<file path="src/rtl/arb_pkg.sv">
// Shared definitions for the round-robin arbiter: FSM state encodings and a
// width helper usable in constant expressions.
package arb_pkg;

    localparam int STATE_W = 3;

    typedef enum logic [STATE_W-1:0] {
        ST_IDLE = 3'b001,
        ST_GNT  = 3'b010,
        ST_GAP  = 3'b100
    } state_t;

    // Number of bits needed to encode values 0..value-1 (minimum 1).
    function automatic int clog2(input int value);
        int w;
        w = 1;
        for (int i = 1; i < 31; i++) begin
            if ((32'sd1 <<< i) < value) begin
                w = i + 1;
            end else begin
                w = w;
            end
        end
        return w;
    endfunction

endpackage : arb_pkg

</file>
<file path="src/rtl/rr_pick.sv">
// Combinational rotating-priority picker: first requester at or after ptr,
// wrapping past NREQ-1 back to 0.
module rr_pick import arb_pkg::*; #(
    parameter int NREQ = 4
) (
    input  logic [NREQ-1:0]         req,
    input  logic [$clog2(NREQ)-1:0] ptr,
    output logic                    any,
    output logic [$clog2(NREQ)-1:0] winner
);

    localparam int PW = $clog2(NREQ);

    logic          w_found;
    logic [PW:0]   w_idx;
    logic [PW-1:0] w_winner;

    // Scan NREQ positions starting at ptr; ptr is always below NREQ so one
    // conditional subtraction suffices for the wrap.
    always_comb begin
        w_found  = 1'b0;
        w_idx    = {(PW+1){1'b0}};
        w_winner = {PW{1'b0}};
        for (int k = 0; k < NREQ; k++) begin
            w_idx = {1'b0, ptr} + (PW+1)'(k);
            if (w_idx >= (PW+1)'(NREQ)) begin
                w_idx = w_idx - (PW+1)'(NREQ);
            end else begin
                w_idx = w_idx;
            end
            if (!w_found && req[w_idx[PW-1:0]]) begin
                w_winner = w_idx[PW-1:0];
                w_found  = 1'b1;
            end else begin
                w_found  = w_found;
            end
        end
    end

    assign any    = |req;
    assign winner = w_winner;

endmodule : rr_pick

</file>
<file path="src/rtl/rr_arb_sched.sv">
// Round-robin arbiter for one shared resource: rotating priority, explicit
// release via done, and tenure-bounded preemption when others are waiting.
module rr_arb_sched import arb_pkg::*; #(
    parameter int NREQ     = 4,
    parameter int MAX_HOLD = 8
) (
    input  logic                    clock,
    input  logic                    reset,
    input  logic [NREQ-1:0]         req,
    input  logic [NREQ-1:0]         done,
    output logic [NREQ-1:0]         gnt,
    output logic [$clog2(NREQ)-1:0] gnt_id,
    output logic                    busy,
    output logic                    preempt
);

    localparam int PW = $clog2(NREQ);
    localparam int TW = clog2(MAX_HOLD + 1);
    localparam logic [PW-1:0] LAST_IDX = PW'(NREQ - 1);
    localparam logic [TW-1:0] HOLD_MAX = TW'(MAX_HOLD);

    state_t          r_state,   w_state_nxt;
    logic [PW-1:0]   r_ptr,     w_ptr_nxt;
    logic [TW-1:0]   r_tenure,  w_tenure_nxt;
    logic [NREQ-1:0] r_gnt,     w_gnt_nxt;
    logic [PW-1:0]   r_gnt_id,  w_gnt_id_nxt;
    logic            r_busy;
    logic            r_preempt, w_preempt_nxt;

    logic            w_any;
    logic [PW-1:0]   w_winner;
    logic [NREQ-1:0] w_hold_mask;
    logic [PW-1:0]   w_after_hold;
    logic            w_release;
    logic            w_others;

    rr_pick #(.NREQ(NREQ)) u_pick (
        .req    (req),
        .ptr    (r_ptr),
        .any    (w_any),
        .winner (w_winner)
    );

    assign w_hold_mask  = NREQ'(1) << r_gnt_id;
    assign w_after_hold = (r_gnt_id == LAST_IDX) ? {PW{1'b0}} : (r_gnt_id + PW'(1));
    assign w_release    = !req[r_gnt_id] || done[r_gnt_id];
    assign w_others     = |(req & ~w_hold_mask);

    // Next-state, pointer, tenure and output decode; release has priority
    // over preemption so a done in the expiry cycle never flags preempt.
    always_comb begin
        w_state_nxt   = r_state;
        w_ptr_nxt     = r_ptr;
        w_tenure_nxt  = r_tenure;
        w_gnt_nxt     = r_gnt;
        w_gnt_id_nxt  = r_gnt_id;
        w_preempt_nxt = 1'b0;
        case (r_state)
            ST_IDLE, ST_GAP: begin
                if (w_any) begin
                    w_state_nxt  = ST_GNT;
                    w_gnt_nxt    = NREQ'(1) << w_winner;
                    w_gnt_id_nxt = w_winner;
                    w_tenure_nxt = TW'(1);
                end else begin
                    w_state_nxt  = ST_IDLE;
                    w_gnt_nxt    = {NREQ{1'b0}};
                end
            end
            ST_GNT: begin
                if (w_release) begin
                    w_state_nxt   = ST_GAP;
                    w_gnt_nxt     = {NREQ{1'b0}};
                    w_ptr_nxt     = w_after_hold;
                end else if ((r_tenure == HOLD_MAX) && w_others) begin
                    w_state_nxt   = ST_GAP;
                    w_gnt_nxt     = {NREQ{1'b0}};
                    w_ptr_nxt     = w_after_hold;
                    w_preempt_nxt = 1'b1;
                end else if (r_tenure != HOLD_MAX) begin
                    w_tenure_nxt  = r_tenure + TW'(1);
                end else begin
                    w_tenure_nxt  = r_tenure;
                end
            end
            default: begin
                w_state_nxt = ST_IDLE;
                w_gnt_nxt   = {NREQ{1'b0}};
            end
        endcase
    end

    // State and registered outputs; reset clears everything asynchronously.
    always_ff @(posedge clock or negedge reset) begin
        if (!reset) begin
            r_state   <= ST_IDLE;
            r_ptr     <= {PW{1'b0}};
            r_tenure  <= {TW{1'b0}};
            r_gnt     <= {NREQ{1'b0}};
            r_gnt_id  <= {PW{1'b0}};
            r_busy    <= 1'b0;
            r_preempt <= 1'b0;
        end else begin
            r_state   <= w_state_nxt;
            r_ptr     <= w_ptr_nxt;
            r_tenure  <= w_tenure_nxt;
            r_gnt     <= w_gnt_nxt;
            r_gnt_id  <= w_gnt_id_nxt;
            r_busy    <= (w_state_nxt == ST_GNT);
            r_preempt <= w_preempt_nxt;
        end
    end

    assign gnt     = r_gnt;
    assign gnt_id  = r_gnt_id;
    assign busy    = r_busy;
    assign preempt = r_preempt;

endmodule : rr_arb_sched

</file>
<file path="config.mk">
export PLATFORM = sky130hd
export DESIGN_NAME = rr_arb_sched
export DESIGN_NICKNAME = d
export VERILOG_FILES = /design/src/rtl/arb_pkg.sv /design/src/rtl/rr_pick.sv /design/src/rtl/rr_arb_sched.sv
export SDC_FILE = /design/constraint.sdc
export NUM_CORES = 1
export LEC_CHECK = 0
export CORE_MARGIN = 1.5
export CORE_UTILIZATION = 54
export CTS_CLUSTER_DIAMETER = 120
export DETAILED_ROUTE_END_ITERATION = 6
export PLACE_DENSITY = 0.9
export SETUP_SLACK_MARGIN = 0.3
export SLEW_MARGIN = 20
export SYNTH_ARGS = -nofsm -noshare
export SYNTH_HDL_FRONTEND = slang
export SYNTH_SLANG_ARGS = --single-unit
</file>
<file path="constraint.sdc">
create_clock -name clock -period 5.1 [get_ports clock]
set_input_delay 0.765 -clock clock [delete_from_list [all_inputs] [get_ports clock]]
set_output_delay 0.765 -clock clock [all_outputs]
set_load 0.005 [all_outputs]
</file>
After elaboration in Yosys (flattened, before gate mapping) --
Cells that the tools add are included.
Word-level totals: output and inout port bits 8, logic and storage cells 100, bits in registers 17, input bits 10
Operators by class: shift-type cells 2, mux-type cells 42, add/sub/neg operators 9, bitwise logic cells 2, equal/unequal tests 12, reduce and logical (&&, ||, !) cells 17, $lt $le $gt $ge 9
Operators by type and width (number):
- 2-to-1 mux 4 bit | 7
- 2-to-1 mux 2 bit | 12
- one-hot mux 4 bit (2 select lines) | 2
- < comparator 2 x 3 -> 1 bit (second input constant) | 5
- binary-select mux 1 bit (select 2 bit) | 6
- 2-to-1 mux 1 bit | 12
- >= comparator 3 bit (second input constant) | 3
- OR reduction 4 bit | 2
- left shift 1 x 2 -> 4 bit (first input constant) | 2
- subtractor 2 x 1 -> 2 bit (second input constant) | 4
- adder 2 x 2 -> 3 bit (second input constant) | 2
- == test 3 x 2 -> 1 bit (second input constant) | 2
- 2-to-1 mux 3 bit | 2
- != test 2 bit (second input constant) | 3
- one-hot mux 3 bit (2 select lines) | 1
- AND reduction 5 bit | 1
- adder 4 x 1 -> 4 bit (second input constant) | 1
- AND 4 bit | 1
- == test 4 bit (second input constant) | 1
- logical AND 1 bit | 4
- logical NOT 1 bit | 4
- != test 4 bit (second input constant) | 1
- NOT 4 bit | 1
- AND reduction 2 bit | 2
- 11 further kinds | 12

Logic depth before layout (Yosys ltp) --
word-level depth 17, depth in mapped cells 6

Hierarchy --
A second synthesis with hierarchy kept.
Unflattened totals: cells, all modules 93, area total of the unflattened synthesis 944.7 um^2
Modules (own cells, without submodules):
- rr_arb_sched | cells an instance 78, seq. area each 426.7 um^2, area each 867.1 um^2, times used 1
- rr_pick | cells an instance 15, seq. area each 0.0 um^2, area each 77.6 um^2, times used 1

Worst setup path before layout --
No wires, ideal clock.
path type in2reg, from input done[0], to register r_tenure[1], arrival time 1.954 ns, buffers on the path 0, path slack 3.022 ns, cell stages on the path 4, data required time 4.975 ns, setup time 0.125 ns, cell sequence nand2b_1 -> mux4_2 -> nor2_1 -> mux2_2
Between the ends: word-level cells in the longest chain between the ends 5
Ends and longest elaborated chain:
- start, declared | line rr_arb_sched.sv:10 | input logic [NREQ-1:0] done,
- binary-select mux 1 bit (select 2 bit) | line rr_arb_sched.sv:46 | assign w_release = !req[r_gnt_id] || done[r_gnt_id];
- 2-to-1 mux 1 bit (not written as such) | line rr_arb_sched.sv:46
- logical OR 1 bit | line rr_arb_sched.sv:46
- != test 2 bit (no line)
- AND reduction 5 bit (no line)
- end signal, assigned | line rr_arb_sched.sv:98 | r_tenure <= {TW{1'b0}};
- end signal, assigned | line rr_arb_sched.sv:106 | r_tenure <= w_tenure_nxt;
- end, declared | line rr_arb_sched.sv:24 | logic [TW-1:0] r_tenure, w_tenure_nxt;
No other way between the ends. The select of a mux whose other input is x is not followed. A chain may end at the register's enable or synchronous reset.

Final worst setup path --
from input req[1], to register r_tenure[1]
Between the ends: word-level cells in the longest chain between the ends 6, elaborated cells between the ends (all ways) 12
Ends and longest elaborated chain:
- start, declared | line rr_arb_sched.sv:9 | input logic [NREQ-1:0] req,
- binary-select mux 1 bit (select 2 bit) | line rr_arb_sched.sv:46
- 2-to-1 mux 1 bit (not written as such) | line rr_arb_sched.sv:46
- logical NOT 1 bit | line rr_arb_sched.sv:46
- logical OR 1 bit | line rr_arb_sched.sv:46
- != test 2 bit (no line)
- AND reduction 5 bit (no line) (*)
Every way passes the cells marked *; elsewhere a longest branch is shown, timed or not. The select of a mux whose other input is x is not followed.

==> reports/summary.txt <==
Layout Skew -> 0.00237 ns
setup violators final -> 0
largest net degree at the start of global routing -> 18
critical path fanouts, max -> 8
Root Buffer -> clkbuf_4
CP Cell Sequence -> clkdlybuf4s50_1, nand2b_1, mux4_2, nor2_1, mux2_2
VDD IR max -> 330 µV
CTS sink count -> 17
Mapped Nets -> 103
vias per cell -> 6.03
Placed Cells -> 120
M3 GR Usage -> 0.0480
die width -> 44.8 µm
crit path DAT -> 2.59 ns
initial core utilization -> 0.598
Psw -> 0.215 mW
Synth Area per Inst -> 10.8 µm²
Final Wtd Congestion -> 0.820
Final Critical Period -> 2.41 ns
status -> complete, no violations
Reg power frac -> 0.415
final worst-path cycle share -> 0.472
CP endpoint kind -> flop
Routed WL -> 1910 µm
Ports -> 18
CP startpoint kind -> input port
TritonCTS Buffers -> 3
Max-slew headroom -> 0.519
Max Slew Vio Count -> 0
post-cts resize count -> 0
Area growth, synth to finish -> 23.1%
core area -> 1580 µm²
Setup TNS -> 0 ns
clock power share -> 0.124
Cells after Synth -> 87
Avg WL per Cell -> 15.4 µm
DR iter-0 viols -> 13
port buffer count -> 17
GR Util met2 -> 0.420
total grt overflow -> 0
RSZ-0062 raised after global routing -> no
Logic pwr share -> 0.461
Die Y -> 44.8 µm
Worst Hold Class -> flop to flop
drt drc -> 0
busiest grt layer -> met2
critical path class -> input port to flop
Final #Nets -> 125
first-pass GRT wire length -> 3240 µm
Core Rows -> 14
Distinct cells, synth -> 36
Max Buffers Root-to-Sink -> 2
pre-CTS setup slack -> 2.38 ns
leakage power -> 0.508 nW
Fmax achieved -> 415 MHz
CTS H-Tree Depth -> 1
clk_lat worst skew -> 0.29 ns
cell area after layout -> 1160 µm²
ANT nets after route -> 0
Worst EP required -> 5.28 ns
first-pass detailed-route iteration total -> 4
met1 usage -> 0.263
mapped cell area -> 942 µm²
Final HPWL DP -> 1470 µm
Synth Register Bits -> 17
Antenna diodes -> 0
final setup margin -> 2.69 ns
non-filler cells, final -> 124
number of max-cap violations -> 0
sequential share of the synthesized area -> 0.453
Pwr Density -> 490 nW/µm²
yosys warns -> 0
Int Pwr -> 0.354 mW
die footprint -> 2000 µm²
measured slew at the worst slew-check pin -> 0.720 ns
CP max-delay cell -> clkdlybuf4s50_1
register clock-pin slew on the reported worst setup and hold paths -> 0.10 ns
sw frac -> 0.378
Total GRT Usage -> 0.231
WP buf/inv -> 1
Crit path max-delay family -> multiplexers
Area after DPL -> 1130 µm²
Via Count -> 748
share of cells above drive strength 1 -> 0.130
CTS tree -> built
fillers -> 118
cts hold-fix bufs -> 0
Final Hold Vio Count -> 0
postcts setup bufs -> 0
initial antenna violation count -> 0
max incr delay on CP -> 0.59 ns
via count of the first global-routing pass -> 735
-- cells in the final DEF, fill, tap and decap left out, types with 3 or more instances in the layout --
cell and instances:
a21oi_1 3, clkbuf_4 3, clkdlybuf4s50_1 17, dfrtp_1 16
ha_1 6, inv_1 7, mux2_2 3, nand2_1 3
nand2b_1 6, nor2_1 7
-- Yosys cell counts --
master	instances	share of area
a21boi_0	1	0.0080
a21o_1	1	0.0080
a21oi_1	3	0.016
a22o_1	1	0.0093
a32o_1	1	0.011
a41oi_1	1	0.0093
dfrtp_1	16	0.42
dfstp_2	1	0.028
ha_1	6	0.080
inv_1	7	0.028
mux2_1	2	0.024
mux2_2	3	0.036
mux2i_1	1	0.011
mux4_2	1	0.024
nand2_1	3	0.012
nand2b_1	6	0.040
nand3_1	1	0.0053
nand3b_1	1	0.0080
nand4_1	1	0.0066
nor2_1	7	0.028
nor3_2	2	0.021
nor3b_1	2	0.016
nor4_1	1	0.0066
o211ai_1	1	0.0080
o21ai_0	2	0.011
o21ai_2	1	0.0093
o221ai_1	1	0.0093
o22a_1	1	0.0093
o2bb2ai_1	2	0.019
o31ai_1	1	0.0080
or2_1	2	0.013
or2_2	1	0.0066
or2b_1	2	0.016
or3_1	2	0.013
or3b_2	1	0.0093
xnor2_1	1	0.0093
-- stage by stage --
stage,hold WS (ns),power [mW],util
6_report,0.501,0.569,0.736
5_1_grt,0.527,0.620,0.736
4_1_cts,0.509,0.579,0.736
3_5_place_dp,0.477,0.503,0.718
3_3_place_gp,0.473,0.488,0.718
2_1_floorplan,0.452,0.395,-
-- cells by family (layout without fill, tap and decap cells) --
family / Yosys count / after routing / share of synthesized area
AO/OA/AOI/OAI: 17 / 17 / 0.134
flip-flops: 17 / 17 / 0.453
buffers and inverters: 7 / 28 / 0.0279
XOR/XNOR: 1 / 1 / 0.00930
multiplexers: 7 / 7 / 0.0943
AND/OR/NAND/NOR: 32 / 32 / 0.202
adder cells (fa/ha/maj): 6 / 6 / 0.0797
-- routing by layer --
metal  vias up  share of wire
li1        354              -
met1       373           0.40
met2        19           0.56
met3         2          0.037
met4         0         0.0052
met5         -              0
-- power by group through the flow --
stage          logic, mW  clock network [mW]  registers (mW)
5_1_grt            0.298              0.0791           0.243
3_3_place_gp       0.254                   0           0.234
3_5_place_dp       0.266                   0           0.237
4_1_cts            0.269              0.0751           0.235
2_1_floorplan      0.166                   0           0.230
6_report           0.262              0.0706           0.236
-- registers in the layout, summed over array words and instances, names as in the netlist --
register / count
preempt: 1
busy: 1
r_state: 3
r_ptr: 2
gnt_id: 2
r_tenure: 4
gnt: 4
-- layout make-up --
type,count,area [µm²],share of cell area
multi-input combinational,63,489,0.422
inverter,7,26.3,0.0227
sequential,17,427,0.368
clock inverter,1,5.00,0.00432
timing repair buffer,17,170,0.147
clock buffer,3,22.5,0.0194
tap,16,20.0,0.0173
-- final timing paths --
kind	cells after the start	startpoint	slack, ns	end
worst max register to register	6	gnt_id[0]$_DFFE_PN0P_	3.16	r_ptr[0]$_DFFE_PN0P_
worst min-delay path	1	gnt[0]$_DFFE_PN0P_	0.50	gnt[0]$_DFFE_PN0P_
max in group asynchronous	1	reset	3.75	gnt_id[0]$_DFFE_PN0P_
min in group asynchronous	1	reset	0.90	r_tenure[1]$_DFFE_PN0P_
worst min register to register	1	gnt[0]$_DFFE_PN0P_	0.50	gnt[0]$_DFFE_PN0P_
worst max-delay path	5	req[1]	2.69	r_tenure[1]$_DFFE_PN0P_
(Power assumes the default switching activity.)
